<file path="config.mk">
export PLATFORM = sky130hd
export DESIGN_NAME = vc_tag_store_lru
export DESIGN_NICKNAME = d
export VERILOG_FILES = /design/src/rtl/vc_pkg.sv /design/src/rtl/vc_lru_ages.sv /design/src/rtl/vc_tag_store_lru.sv
export SDC_FILE = /design/constraint.sdc
export NUM_CORES = 1
export LEC_CHECK = 0
export CAP_MARGIN = 10
export CORE_ASPECT_RATIO = 0.75
export CORE_MARGIN = 2
export CORE_UTILIZATION = 45
export CTS_BUF_LIST = sky130_fd_sc_hd__clkbuf_4 sky130_fd_sc_hd__clkbuf_8
export DETAILED_ROUTE_END_ITERATION = 7
export HOLD_SLACK_MARGIN = 0.03
export PLACE_DENSITY = 0.71
export SLEW_MARGIN = 20
export SYNTH_ARGS = -nofsm -noshare
export SYNTH_HDL_FRONTEND = slang
export SYNTH_HIERARCHICAL = 1
export SYNTH_SLANG_ARGS = --single-unit
export TNS_END_PERCENT = 100
</file>
<file path="constraint.sdc">
create_clock -name clk -period 3.66 [get_ports clk]
set_clock_uncertainty 0.05 [all_clocks]
set_input_delay 0.366 -clock clk [delete_from_list [all_inputs] [get_ports clk]]
set_output_delay 0.366 -clock clk [all_outputs]
set_load 0.05 [all_outputs]
</file>
<file path="src/rtl/vc_pkg.sv">
// Shared types and width helpers for the victim-cache tag store.
package vc_pkg;

    typedef enum logic [1:0] {
        FL_IDLE = 2'd0,
        FL_SCAN = 2'd1,
        FL_WB   = 2'd2
    } flush_state_e;

    function automatic int vc_idxw(input int n);
        return $clog2(n);
    endfunction

    function automatic int vc_cntw(input int n);
        return $clog2(n + 1);
    endfunction

endpackage

</file>
<file path="src/rtl/vc_lru_ages.sv">
// Per-way LRU ages kept as a permutation; age 0 is MRU, NUM_WAYS-1 is LRU.
module vc_lru_ages import vc_pkg::*; #(
    parameter  int NUM_WAYS = 4,
    localparam int IDXW     = vc_idxw(NUM_WAYS)
) (
    input  logic            clk,
    input  logic            rst_n,
    input  logic            touch_en_i,
    input  logic [IDXW-1:0] touch_way_i,
    output logic [IDXW-1:0] lru_way_o
);

    logic [NUM_WAYS-1:0][IDXW-1:0] age_q, age_d;
    logic [IDXW-1:0]               old_age;

    assign old_age = age_q[touch_way_i];

    always_comb begin
        age_d = age_q;
        if (touch_en_i) begin
            for (int i = 0; i < NUM_WAYS; i++) begin
                if (IDXW'(i) == touch_way_i)  age_d[i] = '0;
                else if (age_q[i] < old_age)  age_d[i] = age_q[i] + 1'b1;
            end
        end
    end

    always_comb begin
        lru_way_o = '0;
        for (int i = 0; i < NUM_WAYS; i++)
            if (age_q[i] == IDXW'(NUM_WAYS - 1)) lru_way_o = IDXW'(i);
    end

    always_ff @(posedge clk or negedge rst_n) begin
        if (!rst_n) begin
            for (int i = 0; i < NUM_WAYS; i++) age_q[i] <= IDXW'(i);
        end else begin
            age_q <= age_d;
        end
    end

endmodule

</file>
<file path="src/rtl/vc_tag_store_lru.sv">
// Fully associative tag store with LRU victim selection and a dirty-line flush walker.
module vc_tag_store_lru import vc_pkg::*; #(
    parameter  int TAG_WIDTH = 20,
    parameter  int NUM_WAYS  = 4,
    localparam int IDXW      = vc_idxw(NUM_WAYS),
    localparam int CNTW      = vc_cntw(NUM_WAYS)
) (
    input  logic                 clk,
    input  logic                 rst_n,
    input  logic                 lookup_en,
    input  logic [TAG_WIDTH-1:0] lookup_tag,
    output logic                 hit_valid,
    output logic                 hit,
    output logic [IDXW-1:0]      hit_way,
    output logic                 hit_dirty,
    input  logic                 install_en,
    input  logic [TAG_WIDTH-1:0] install_tag,
    input  logic                 install_dirty,
    output logic [IDXW-1:0]      victim_way,
    output logic                 victim_valid,
    output logic [TAG_WIDTH-1:0] victim_tag,
    output logic                 victim_dirty,
    input  logic                 inv_en,
    input  logic [IDXW-1:0]      inv_way,
    input  logic                 flush_req,
    output logic                 flush_busy,
    output logic                 flush_done,
    output logic                 wb_valid,
    input  logic                 wb_ready,
    output logic [TAG_WIDTH-1:0] wb_tag,
    output logic [IDXW-1:0]      wb_way,
    output logic [CNTW-1:0]      occupancy
);

    logic [NUM_WAYS-1:0][TAG_WIDTH-1:0] tag_q, tag_d;
    logic [NUM_WAYS-1:0]                valid_q, valid_d, dirty_q, dirty_d;
    flush_state_e                       state_q, state_d;
    logic [IDXW-1:0]                    ptr_q, ptr_d;
    logic                               hit_valid_q, hit_q, hit_dirty_q, flush_done_q, flush_done_d;
    logic [IDXW-1:0]                    hit_way_q;

    logic            look_hit, any_inv, retire;
    logic [IDXW-1:0] look_way, inv_idx, lru_way, touch_way;
    logic            do_lookup, do_install, do_inv, touch_en;

    assign flush_busy = (state_q != FL_IDLE);
    assign do_lookup  = lookup_en  & ~flush_busy;
    assign do_inv     = inv_en     & ~flush_busy;
    // An invalidate aimed at the install target wins; the install is dropped entirely.
    assign do_install = install_en & ~flush_busy & ~(do_inv && inv_way == victim_way);

    // Descending scans so the lowest matching / lowest invalid index wins.
    always_comb begin
        look_hit = 1'b0;
        look_way = '0;
        any_inv  = 1'b0;
        inv_idx  = '0;
        for (int i = NUM_WAYS - 1; i >= 0; i--) begin
            if (valid_q[i] && tag_q[i] == lookup_tag) begin
                look_hit = 1'b1;
                look_way = IDXW'(i);
            end
            if (!valid_q[i]) begin
                any_inv = 1'b1;
                inv_idx = IDXW'(i);
            end
        end
    end

    assign victim_way   = any_inv ? inv_idx : lru_way;
    assign victim_valid = valid_q[victim_way];
    assign victim_tag   = tag_q[victim_way];
    assign victim_dirty = dirty_q[victim_way];

    assign touch_en  = do_install | (do_lookup & look_hit & ~install_en);
    assign touch_way = do_install ? victim_way : look_way;

    vc_lru_ages #(.NUM_WAYS(NUM_WAYS)) u_ages (
        .clk         (clk),
        .rst_n       (rst_n),
        .touch_en_i  (touch_en),
        .touch_way_i (touch_way),
        .lru_way_o   (lru_way)
    );

    assign retire = (state_q == FL_SCAN && !(valid_q[ptr_q] && dirty_q[ptr_q])) ||
                    (state_q == FL_WB && wb_ready);

    always_comb begin
        tag_d        = tag_q;
        valid_d      = valid_q;
        dirty_d      = dirty_q;
        state_d      = state_q;
        ptr_d        = ptr_q;
        flush_done_d = 1'b0;
        if (do_install) begin
            tag_d[victim_way]   = install_tag;
            valid_d[victim_way] = 1'b1;
            dirty_d[victim_way] = install_dirty;
        end
        if (do_inv) begin
            tag_d[inv_way]   = '0;
            valid_d[inv_way] = 1'b0;
            dirty_d[inv_way] = 1'b0;
        end
        if (state_q == FL_IDLE && flush_req) begin
            state_d = FL_SCAN;
            ptr_d   = '0;
        end else if (state_q == FL_SCAN && !retire) begin
            state_d = FL_WB;
        end
        if (retire) begin
            tag_d[ptr_q]   = '0;
            valid_d[ptr_q] = 1'b0;
            dirty_d[ptr_q] = 1'b0;
            if (ptr_q == IDXW'(NUM_WAYS - 1)) begin
                state_d      = FL_IDLE;
                ptr_d        = '0;
                flush_done_d = 1'b1;
            end else begin
                state_d = FL_SCAN;
                ptr_d   = ptr_q + 1'b1;
            end
        end
    end

    always_ff @(posedge clk or negedge rst_n) begin
        if (!rst_n) begin
            tag_q        <= '0;
            valid_q      <= '0;
            dirty_q      <= '0;
            state_q      <= FL_IDLE;
            ptr_q        <= '0;
            hit_valid_q  <= 1'b0;
            hit_q        <= 1'b0;
            hit_way_q    <= '0;
            hit_dirty_q  <= 1'b0;
            flush_done_q <= 1'b0;
        end else begin
            tag_q        <= tag_d;
            valid_q      <= valid_d;
            dirty_q      <= dirty_d;
            state_q      <= state_d;
            ptr_q        <= ptr_d;
            hit_valid_q  <= do_lookup;
            hit_q        <= do_lookup & look_hit;
            hit_way_q    <= (do_lookup & look_hit) ? look_way : '0;
            hit_dirty_q  <= do_lookup & look_hit & dirty_q[look_way];
            flush_done_q <= flush_done_d;
        end
    end

    assign hit_valid  = hit_valid_q;
    assign hit        = hit_q;
    assign hit_way    = hit_way_q;
    assign hit_dirty  = hit_dirty_q;
    assign flush_done = flush_done_q;
    assign wb_valid   = (state_q == FL_WB);
    assign wb_tag     = wb_valid ? tag_q[ptr_q] : '0;
    assign wb_way     = wb_valid ? ptr_q : '0;

    always_comb begin
        occupancy = '0;
        for (int i = 0; i < NUM_WAYS; i++) occupancy = occupancy + CNTW'(valid_q[i]);
    end

endmodule

</file>
==> flow_summary.yaml <==
status:
  status: "finished clean"
sta:
  slew_headroom_pct: 45.8
  setup_slack_ps: 103
  fin_crit_sh_pct: 97.2
  hold_slack_ps: 20.5
  post-route-min-period_ps: 3560
  finalHoldViolCount: 0
  setup_viol: 0
  tightest_slew_ps: 813
  max_freq_mhz: 281
  drv_slew: 0
floorplan:
  pin_count: 107
  core_area_sq_um: 16100
  start_util_pct: 46.2
  rows: 40
  dieArea_sq_um: 17600
  die_w_microns: 152
  die-height_microns: 115
power:
  ir_drop_mv: 0.157
  p_leak_nw: 4.51
  p_total_mw: 2.23
  power_density_nw_per_um2: 227
clocking:
  tritoncts: "yes"
  clk_pin_slew_ps: 100
  root_buffer: "clkbuf_8"
  cts_buffer_depth: 2
  insertion_delay_ps: 390
  ctsHoldBuffers: 0
  cts_inserted_buffers: 9
  htreeDepth: 3
  cts.sinks: 106
synthesis:
  synth_area_per_cell_sq_um: 10.6
  syn_area_sq_um: 7430
  syn_inst: 699
  synth_edf_count: 0
  ys_types: 71
  synth_warnings: 6
  async_reset_ff_share_pct: 100
  synth.yosys.seq_area_share_pct: 35.8
  synth-seq-cells: 106
  syn_nets: 764
  synthFlopType: "dfrtp_1"
worst_setup_path:
  required_ps: 3890
  critPathMaxFanout: 3
  endpoint_kind: "flip-flop"
  crit_chain: "xnor2_1, buf_4, nand3_1, or4_1, or4_4, a211o_1, o21bai_2, mux4_2, inv_2, ha_1, nor3b_2, o21a_1, o2bb2ai_1"
  crit_slowest_cell: "or4_1"
  path_delay_family: "simple AND/OR/NAND/NOR gates"
  crit_type: "flip-flop to flip-flop"
  arrival_ps: 3790
  startpoint_type: "flip-flop"
  crit_buf_inv: 2
  cp_slowest_stage_delay_ps: 480
final_layout:
  diodes: 0
  drive_above_1_share_pct: 27.6
  layout_commonest_cell: "buf_4"
  final_cell_mix: "134 x buf_4, 103 x nor2_1, 101 x dfrtp_1"
  nNetsFinal: 950
  fillerInstances: 1347
  final_util_pct: 61.2
  final-seq-area_sq_um: 2660
  area.growth.synth_to_final_pct: 32.3
  layoutNonFillerInstCount: 1099
  multiInputGateArea_sq_um: 4690
global_routing:
  met2_usage_pct: 45.3
  busiest_layer: "met2"
  first_global_vias: 6592
  grtUsageMet1_pct: 40.1
  grt.met3_usage_pct: 6.18
  grt_pass1_wl_mm: 38.5
  gr-usage-all-layers_pct: 28.8
  antenna_found_initial: 1
  grt_max_degree: 61
  grt_overflow: 0
route:
  drtIter0Drc: 459
  drtAntennaViolNets: 0
  drt_first_pass_iters: 4
  vias_per_cell: 5.78
  wirelength_mm: 24.9
  num_vias: 6354
  wl_per_cell_microns: 22.6
  drc_errors: 0
place:
  port_buffers: 106
  place_congestion: 0.954
  dp_slack_ps: -663
  dp_cells: 1076
  dpl.hpwl_mm: 18.3
worst_hold_path:
  min_path_type: "primary input to asynchronous set/reset pin"
run:
  maxCapViolCount: 0
[registers in the layout, indices dropped and copies added, names as in the netlist]
| register | cells |
|---|---|
| hit_way | 2 |
| u_ages/age_q | 8 |
| ptr_q | 2 |
| dirty_q | 4 |
| hit_dirty | 1 |
| hit | 1 |
| flush_done | 1 |
| tag_q | 80 |
| hit_valid | 1 |
| state_q | 2 |
| valid_q | 4 |
[final cells by class]
class                      count  share of cell area, %
timing repair buffer         220                   19.4
clock buffer                  10                   1.34
clock inverter                 5                  0.802
inverter                      25                  0.981
sequential                   106                   27.1
multi-input combinational    523                   47.8
tap                          210                   2.67
[logic make-up after synthesis]
logic type      synth area share, %
xor+xnor                       9.54
simple gates                   16.9
fa+ha+maj                      2.63
buf+inv                        4.18
mux                            25.1
compound gates                 5.83
flops                          35.8
[path summary, 6_finish.rpt]
| check | start | endpoint | slack, ps | depth (start not counted) |
|---|---|---|---|---|
| max in group asynchronous | rst_n | u_ages/age_q[5] | 2620 | 2 |
| min | rst_n | tag_q[63] | 20 | 1 |
| max reg2reg | tag_q[51] | u_ages/age_q[1] | 100 | 13 |
| min in group clk | u_ages/age_q[7] | u_ages/age_q[7] | 480 | 2 |
| min reg2reg | u_ages/age_q[7] | u_ages/age_q[7] | 480 | 2 |
| max | tag_q[51] | u_ages/age_q[1] | 100 | 13 |
[what timing repair did]
item                                    in CTS  in global routing
gates resized for setup                      9                 35
pin swaps                                    1                 16
setup buffers                                2                  6
endpoints found under the setup margin       8                 27
[metrics by stage]
stage | cell area [sq um] | setup TNS, ps
finish | 9820 | 0
global route | 9820 | -119
CTS | 9620 | 0
detailed placement | 9340 | -4800
global placement | 9330 | -4700
floorplan | 7450 | 0
[power breakdown]
group	total [mW]	internal, mW	leakage, nW	switching, mW
registers	1.17	1.17	1.44	0
logic	0.253	0.123	2.95	0.130
clock network	0.802	0.390	0.110	0.412
total	2.23	1.68	4.51	0.542
[Yosys cell counts, drive strengths merged, types with 3 or more instances]
master | instances | area, sq um
a211oi | 3 | 32.5
a21oi | 8 | 40.0
a22o | 3 | 26.3
a31oi | 5 | 31.3
and2 | 22 | 138
and4 | 6 | 52.6
buf | 20 | 121
clkbuf | 25 | 95.1
dfrtp | 102 | 2550
dfstp | 4 | 105
ha | 14 | 175
inv | 25 | 93.8
mux2i | 89 | 891
mux4 | 42 | 950
nand2 | 19 | 71.3
nand2b | 10 | 62.6
nand3 | 18 | 90.1
nand4 | 15 | 93.8
nand4bb | 3 | 33.8
nor2 | 103 | 387
nor2b | 5 | 31.3
nor3 | 4 | 25.0
nor3b | 4 | 30.0
nor4 | 10 | 62.6
o211ai | 3 | 27.5
o21ai | 7 | 35.0
o311ai | 3 | 26.3
or2b | 3 | 23.8
or4 | 6 | 48.8
xnor2 | 48 | 428
xor2 | 32 | 280
[metal layers]
metal	up-vias	part of all wire (%)
li1	2864	-
met1	3181	45
met2	259	45
met3	48	7.0
met4	2	2.6
met5	-	0.056
No activity file was read; power rests on OpenSTA's default activity.
==> variant, RTL diff (same settings) <==
Take the reset off `tag_q` and load it in a clocked block of its own.
--- a/src/rtl/vc_tag_store_lru.sv
+++ b/src/rtl/vc_tag_store_lru.sv
@@ -126,7 +126,6 @@
 
     always_ff @(posedge clk or negedge rst_n) begin
         if (!rst_n) begin
-            tag_q        <= '0;
             valid_q      <= '0;
             dirty_q      <= '0;
             state_q      <= FL_IDLE;
@@ -137,7 +136,6 @@
             hit_dirty_q  <= 1'b0;
             flush_done_q <= 1'b0;
         end else begin
-            tag_q        <= tag_d;
             valid_q      <= valid_d;
             dirty_q      <= dirty_d;
             state_q      <= state_d;
@@ -148,6 +146,10 @@
             hit_dirty_q  <= do_lookup & look_hit & dirty_q[look_way];
             flush_done_q <= flush_done_d;
         end
+    end
+
+    always_ff @(posedge clk) begin
+        tag_q <= tag_d;
     end
 
     assign hit_valid  = hit_valid_q;
Formal check against the unedited RTL: not equivalent (Yosys sat finds a counterexample within 4 cycles, from zero or initial values and one cycle with rst_n low).
==> variant against the unedited design <==
  * Largest cell class unchanged
  * Highest routed layer is now met4
  * Via count shrank 4.0%
  * Area after synthesis shrank 5.4%
  * Fmax grew 1.3%
  * Register-to-register slack gained 0.09 ns
  * Wire length shrank 8.1%
  * Worst setup slack gained 0.046 ns
  * Non-clock buffer count shrank 22
  * Worst hold slack gained 0.45 ns
  * Power shrank 4.4%
  * Sequential cell count is the same
  * Cell area shrank 6.1%
==> variant: results <==
group,metric,value,unit
worst_setup_path,r2r_start,"u_ages/age_q[2]",
worst_setup_path,arrival,3.78,ns
sta,slew_headroom,44.2,%
global_routing,grt_max_degree,29,
clock_tree,cts_buffers,9,
yosys,synthTopCellsByCount,"nor2_1, mux2i_1, dfxtp_1, xnor2_1, mux4_2",
yosys,synth_flop_cell,"dfxtp_1",
finish,final_net_count,928,
routing,top_layer_used,"met4",
finish,final_layout_size_suffix_gt1_share,25.8,%
finish,top_regs,"tag_q (80), u_ages/age_q (8)",
run_status,outcome,"finished, final reports clean",
worst_setup_path,path_max_fanout,5,
routing,dr_wl_met2,10600,um
placed_design,pre_cts_ws,-0.606,ns
yosys,synth_async_sr_flop_share,24.5,%
routing,wl,22900,um
yosys,seq_area_frac_synth,32.1,%
placed_design,portBuffers,106,
power,vdd_drop_max,0.169,mV
yosys,syn_nets,764,
placed_design,hpwl,16500,um
clock_tree,cts_root_buf,"clkbuf_8",
clock_tree,path_clk_slew,0.10,ns
placed_design,gp_congestion,0.913,
global_routing,track_usage,28.1,%
routing,drt_first_pass_iters,5,
yosys,yosysWarningCount,6,
clock_tree,h-tree-depth,3,
global_routing,grt_pass1_vias,6226,
routing,wl_met1,10200,um
clock_tree,clock_path_buffers,2,
sta,final_hold_viol_count,0,
global_routing,antenna_found_initial,0,
clock_tree,clock_latency,0.39,ns
worst_setup_path,cp-startpoint,"lookup_tag[10]",
hold_path,hold_class,"in2async",
routing,drt_iter0_drc,400,
yosys,yosysUniqueCellTypes,72,
power,p_leak,3.86,nW
yosys,yosys-top-cells-area,"dfxtp_1, mux4_2, mux2i_1",
routing,via_per_inst,5.69,
routing,wl_met3,1490,um
finish,nFillCells,1290,
global_routing,grt_pass1_wl,35900,um
finish,antennaDiodeCount,0,
[variant: metal layers]
metal  up-vias  GRT usage, %
li1       2830             -
met1      2991          39.1
met2       241          44.7
met3        39          5.04
met4         0          9.33
met5         -             0
[variant: cells by family after synthesis]
group	count (synthesis)	synth area share (%)
AND/OR/NAND/NOR	241	17.9
multiplexers	133	26.6
XOR/XNOR	80	10.1
AO/OA/AOI/OAI	54	6.16
flip-flops	106	32.1
buffers and inverters	70	4.42
adder cells (fa/ha/maj)	15	2.78
[variant: repair_timing]
action,in CTS,in global routing
resized for setup,5,34
endpoints found under the setup margin,8,27
setup buffers,0,3
cloned,0,0
pin swaps,0,6
hold buffers,1,0
hold endpoints to repair,22,0
[variant: through the flow]
| stage | power, mW | cell area [um^2] | hold WS, ns | std cells |
|---|---|---|---|---|
| after global routing | 2.20 | 9220 | 0.498 | 1073 |
| after detailed placement | 1.39 | 8800 | 0.360 | 1053 |
| final | 2.13 | 9220 | 0.471 | 1073 |
| after CTS | 2.14 | 9030 | 0.456 | 1070 |
| after global placement | 1.39 | 8800 | 0.450 | 1053 |
| after floorplan | 1.25 | 7050 | 0.0204 | 699 |
[variant: worst paths after layout]
check | endpoint | slack, ns | depth (start not counted)
worst max-delay path | u_ages/age_q[7] | 0.15 | 14
worst min-delay path | state_q[1] | 0.47 | 2
worst max register to register | u_ages/age_q[7] | 0.19 | 14
worst min register to register | u_ages/age_q[6] | 0.47 | 2
max in group asynchronous | u_ages/age_q[6] | 2.50 | 3
min in group clk | u_ages/age_q[6] | 0.47 | 2
[variant: layout make-up]
class / instances / share of cell area [%]
timing repair buffer: 198 / 18.8
tap: 205 / 2.78
inverter: 25 / 1.04
sequential: 106 / 24.5
clock buffer: 10 / 1.42
clock inverter: 6 / 0.719
multi-input combinational: 523 / 50.7
[variant: where the power goes]
group	total (mW)	switching, mW	leakage, nW	internal (mW)
Sequential	1.16	0	0.972	1.16
Clock	0.749	0.424	0.0923	0.325
Combinational	0.222	0.107	2.80	0.115
[variant: worst max-delay path: stages]
cell and delay, ns:
clkdlybuf4s50_1 0.45, buf_4 0.18, xor2_1 0.17, nor4_1 0.30, nand3_1 0.13, or4_1 0.51
a211o_1 0.32, o21bai_2 0.16, mux4_2 0.33, inv_2 0.09, buf_4 0.11, ha_2 0.27
o311ai_0 0.11, mux2i_1 0.27
